### src/rtl/shift_sequencer.sv
// Command sequencer for the 8-bit load/shift register: load, shift n times, capture, return result.
// Optional macro SHIFT_SEQ_ZERO_SKIP_EN: zero-count commands bypass the shifter and complete at accept.
module shift_sequencer #(
   parameter int WIDTH = 8,
   parameter int CNT_W = 4
) (
   input  logic             clk,
   input  logic             reset_n,
   input  logic             cmd_valid,
   output logic             cmd_ready,
   input  logic [WIDTH-1:0] cmd_data,
   input  logic [CNT_W-1:0] cmd_count,
   input  logic             cmd_asr,
   output logic             sh_load_n,
   output logic             sh_shift,
   output logic             sh_asr_in,
   output logic [WIDTH-1:0] sh_load_val,
   input  logic [WIDTH-1:0] sh_q,
   output logic             res_valid,
   input  logic             res_ready,
   output logic [WIDTH-1:0] res_data
);

   localparam logic [2:0] S_IDLE    = 3'd0;
   localparam logic [2:0] S_LOAD    = 3'd1;
   localparam logic [2:0] S_SHIFT   = 3'd2;
   localparam logic [2:0] S_CAPTURE = 3'd3;
   localparam logic [2:0] S_DONE    = 3'd4;

   logic [2:0]       state;
   logic [2:0]       state_nxt;
   logic [CNT_W-1:0] rem;
   logic             asr_q;
   logic [WIDTH-1:0] data_q;
   logic             accept;
   logic [CNT_W-1:0] count_clamped;

   function automatic logic [CNT_W-1:0] clamp_count(input logic [CNT_W-1:0] c);
      if (int'(c) > WIDTH) return CNT_W'(WIDTH);
      return c;
   endfunction

   // cmd_ready is forced low while reset is held so nothing is accepted during reset
   assign cmd_ready     = (state == S_IDLE) && reset_n;
   assign accept        = cmd_valid && cmd_ready;
   assign count_clamped = clamp_count(cmd_count);

   assign sh_load_n   = (state != S_LOAD);
   assign sh_shift    = (state == S_SHIFT);
   assign sh_asr_in   = (state != S_IDLE) && asr_q;
   assign sh_load_val = data_q;
   assign res_valid   = (state == S_DONE);

   always_comb begin
      state_nxt = state;
      case (state)
         S_IDLE: begin
            if (accept) begin
`ifdef SHIFT_SEQ_ZERO_SKIP_EN
               state_nxt = (count_clamped == '0) ? S_DONE : S_LOAD;
`else
               state_nxt = S_LOAD;
`endif
            end
         end
         S_LOAD:    state_nxt = (rem != '0) ? S_SHIFT : S_CAPTURE;
         // rem==1 here means this cycle drives the final shift edge
         S_SHIFT:   if (rem == CNT_W'(1)) state_nxt = S_CAPTURE;
         S_CAPTURE: state_nxt = S_DONE;
         S_DONE:    if (res_ready) state_nxt = S_IDLE;
         default:   state_nxt = S_IDLE;
      endcase
   end

   always_ff @(posedge clk or negedge reset_n) begin
      if (!reset_n) begin
         state    <= S_IDLE;
         rem      <= '0;
         asr_q    <= 1'b0;
         data_q   <= '0;
         res_data <= '0;
      end else begin
         state <= state_nxt;
         case (state)
            S_IDLE: begin
               if (accept) begin
                  data_q <= cmd_data;
                  asr_q  <= cmd_asr;
                  rem    <= count_clamped;
`ifdef SHIFT_SEQ_ZERO_SKIP_EN
                  if (count_clamped == '0) res_data <= cmd_data;
`endif
               end
            end
            S_SHIFT:   rem <= rem - CNT_W'(1);
            S_CAPTURE: res_data <= sh_q;
            default:   ;
         endcase
      end
   end

endmodule

### config.mk
export PLATFORM = sky130hd
export DESIGN_NAME = shift_sequencer
export DESIGN_NICKNAME = d
export VERILOG_FILES = /design/src/rtl/shift_sequencer.sv
export SDC_FILE = /design/constraint.sdc
export NUM_CORES = 1
export LEC_CHECK = 0
export BUFFER_PORTS_ARGS = -buffer_cell sky130_fd_sc_hd__buf_4
export CAP_MARGIN = 40
export CORE_ASPECT_RATIO = 0.7
export CORE_MARGIN = 2
export CORE_UTILIZATION = 53
export CTS_BUF_LIST = sky130_fd_sc_hd__clkbuf_8
export DETAILED_ROUTE_END_ITERATION = 10
export MAX_ROUTING_LAYER = met4
export PLACE_DENSITY = 0.87
export SYNTH_ARGS = -nofsm -noshare
export SYNTH_HDL_FRONTEND = slang
export SYNTH_SLANG_ARGS = --single-unit
### constraint.sdc
create_clock -name clk -period 2.8 [get_ports clk]
set_input_delay 0.56 -clock clk [delete_from_list [all_inputs] [get_ports clk]]
set_output_delay 0.56 -clock clk [all_outputs]
set_load 0.05 [all_outputs]
==> results.sh <==
export IMPL_yosysWarnings=0
export IMPL_fmax_ghz=0.4660
export IMPL_cts_tree="built"
export IMPL_slew_headroom=0.6006
export IMPL_cts_setup_buffers=0
export IMPL_rsz0062_at_grt="no"
export IMPL_clockBufferDepth=2
export IMPL_fill_cells=113
export IMPL_p_sw_frac=0.4837
export IMPL_crit_path_end_kind="output port"
export IMPL_syn_to_final_growth_pct=34.18
export IMPL_required_ns=2.24
export IMPL_die_y_um=42.78
export IMPL_clkPwrFrac=0.105
export IMPL_track_usage=0.2344
export IMPL_final_hold_viol_count=0
export IMPL_clock_latency_ns=0.26
export IMPL_crit_fanout=9
export IMPL_async_reset_ff_frac=1.000
export IMPL_power_density_nw_per_um2=1422
export IMPL_die_x_um=59.40
export IMPL_synth_most_common_cell="dfrtp_1"
export IMPL_synth_seq_cells=24
export IMPL_num_rows=13
export IMPL_grt_start_max_net_pins=25
export IMPL_synthTopCellsByArea="dfrtp_1 53%, mux2_2 11%, mux2_4 7.9%"
export IMPL_cts_root_buf="clkbuf_8"
export IMPL_wire_per_inst_um=16.89
export IMPL_final_cells=151
export IMPL_arrival_ns=1.59
export IMPL_fin_util=0.7893
export IMPL_setup_tns_ns=0
export IMPL_ir_worst_vdd_mv=0.8820
export IMPL_cts_sinks=24
export IMPL_ys_flop_type="dfrtp_1"
export IMPL_seq_area_frac_synth=0.5275
export IMPL_max_stage_delay_ns=0.51
export IMPL_synth_fp_nets=110
export IMPL_synth_top_cells_by_count="24 x dfrtp_1, 11 x mux2_2, 6 x mux2_4, 4 x inv_1"
export IMPL_cts_htree_levels=1
export IMPL_port_buffers=45
export IMPL_num_vias=841
export IMPL_outcome="completed"
export IMPL_period_share=0.7665
export IMPL_drcViolationCount=0
export IMPL_cp_cell_sequence="or3b_4, inv_2, buf_4"
export IMPL_gp_congestion=0.8792
export IMPL_syn_inst=82
export IMPL_vias_per_cell=5.570
export IMPL_skew_ns=0.006372
export IMPL_crit_slowest_cell="dfrtp_1"
export IMPL_numCtsBuffers=3
export IMPL_p_sw_mw=1.051
export IMPL_drive_gt1_frac=0.5581
export IMPL_grt_pass1_wl_um=4271
export IMPL_grt_pass1_vias=879
export IMPL_crit_family="flip-flops"
export IMPL_seq_power_share=0.307
export IMPL_setup_viol=0
export IMPL_antenna_found_initial=0
export IMPL_synth_cell_types=30
export IMPL_ant_nets=0
export IMPL_gr_total_overflow=0
export IMPL_post_cts_resized=0
export IMPL_dieArea_um2=2541
export IMPL_critPathKind="reg2out"
export IMPL_nNetsFinal=158
export IMPL_clkTransAtPathRegs_ns=0.08
export IMPL_netlist_area_um2=1139
export IMPL_p_int_mw=1.122
export IMPL_synth_area_per_cell_um2=13.89
export IMPL_dr_pass1_iters=4
export IMPL_hp_class="in2async"
export IMPL_worstMarginPinSlew_ns=0.5915
export IMPL_pwr_share_comb=0.588
export IMPL_period_needed_ns=2.146
export IMPL_synth_edf_count=0
export IMPL_drv_cap=0
export IMPL_dp_final_hpwl_um=1812
export IMPL_drtIter0Drc=29
export IMPL_diodes=0
export IMPL_power_leakage_nw=0.7538
export IMPL_startpoint_type="flip-flop"
export IMPL_synth_top_area_cell="dfrtp_1"
export IMPL_core_area_um2=1936
export IMPL_finalMaxSlewViolations=0
export IMPL_dp_cells=147
export IMPL_cts_hold_buf=0
export IMPL_drt_total_wl_um=2550
export IMPL_yosysTopAreaCellShare=0.5275
export IMPL_path_buf_inv=2
export IMPL_start_util=0.5882
export IMPL_io_pins=46
## registers in the layout, indices dropped and copies added (netlist names)
name and count:
asr_q 1, res_data 8, state 3, rem 4
sh_load_val 8
## logic make-up (layout without fill, tap and decap cells)
group | count (synthesis) | count (layout) | share of synthesized area
buffers and inverters | 8 | 55 | 0.05054
AO/OA/AOI/OAI | 11 | 11 | 0.08023
AND/OR/NAND/NOR | 19 | 19 | 0.1209
flip-flops | 24 | 24 | 0.5275
multiplexers | 17 | 17 | 0.1879
adder cells (fa/ha/maj) | 3 | 3 | 0.03297
## final timing paths
check,from,to,slack (ns),cells past startpoint
min in group clk,res_ready,state[2]$_DFFE_PN0P_,0.49,2
setup / recovery,state[1]$_DFFE_PN0P_,sh_shift,0.65,3
setup reg to reg,state[0]$_DFFE_PN0P_,sh_load_val[2]$_DFFE_PN0P_,0.99,3
hold reg to reg,res_data[3]$_DFFE_PN0P_,res_data[3]$_DFFE_PN0P_,0.51,1
hold / removal,reset_n,rem[2]$_DFFE_PN0P_,0.29,2
max in group asynchronous,reset_n,sh_load_val[5]$_DFFE_PN0P_,2.28,2
## metrics by stage
stage / setup slack [ns] / total power, mW / hold WS, ns / area [µm²]
detailed placement: 0.9657 / 1.937 / 0.4944 / 1473
global placement: 0.9629 / 1.897 / 0.4895 / 1473
finish: 0.6539 / 2.173 / 0.2872 / 1528
CTS: 0.6601 / 2.183 / 0.2895 / 1528
floorplan: 0.6790 / 1.583 / 0.2644 / 1139
global route: 0.6002 / 2.279 / 0.3063 / 1528
## power groups by stage
| stage | logic [mW] | clock network, mW | registers, mW |
|---|---|---|---|
| finish | 1.28 | 0.228 | 0.667 |
| CTS | 1.28 | 0.235 | 0.665 |
| global route | 1.34 | 0.250 | 0.692 |
| global placement | 1.25 | 0 | 0.650 |
| floorplan | 0.546 | 0 | 1.04 |
| detailed placement | 1.27 | 0 | 0.663 |
## placed cells by master, fill, tap and decap left out, drive strengths merged, types with 2 or more instances in the layout
cell type   n
a221oi      2
and3        2
buf        46
clkbuf      4
dfrtp      24
ha          3
inv         5
mux2       17
nand2       3
nand2b      3
nand3b      2
nor2        2
o31a        2
or3b        2
## final cells by class
type	count	area, µm²	area share
inverter	5	18.77	0.01228
timing repair buffer	46	345.3	0.2260
clock buffer	4	55.05	0.03604
tap	22	27.53	0.01802
sequential	24	600.6	0.3931
multi-input combinational	50	480.5	0.3145
## layer usage
layer / part of all wire / track usage
met3: 0.056 / 0.05488
met2: 0.49 / 0.3736
met1: 0.44 / 0.3077
met4: 0.014 / 0.04545
met5: 0 / -
No activity file was read; power rests on OpenSTA's default activity.
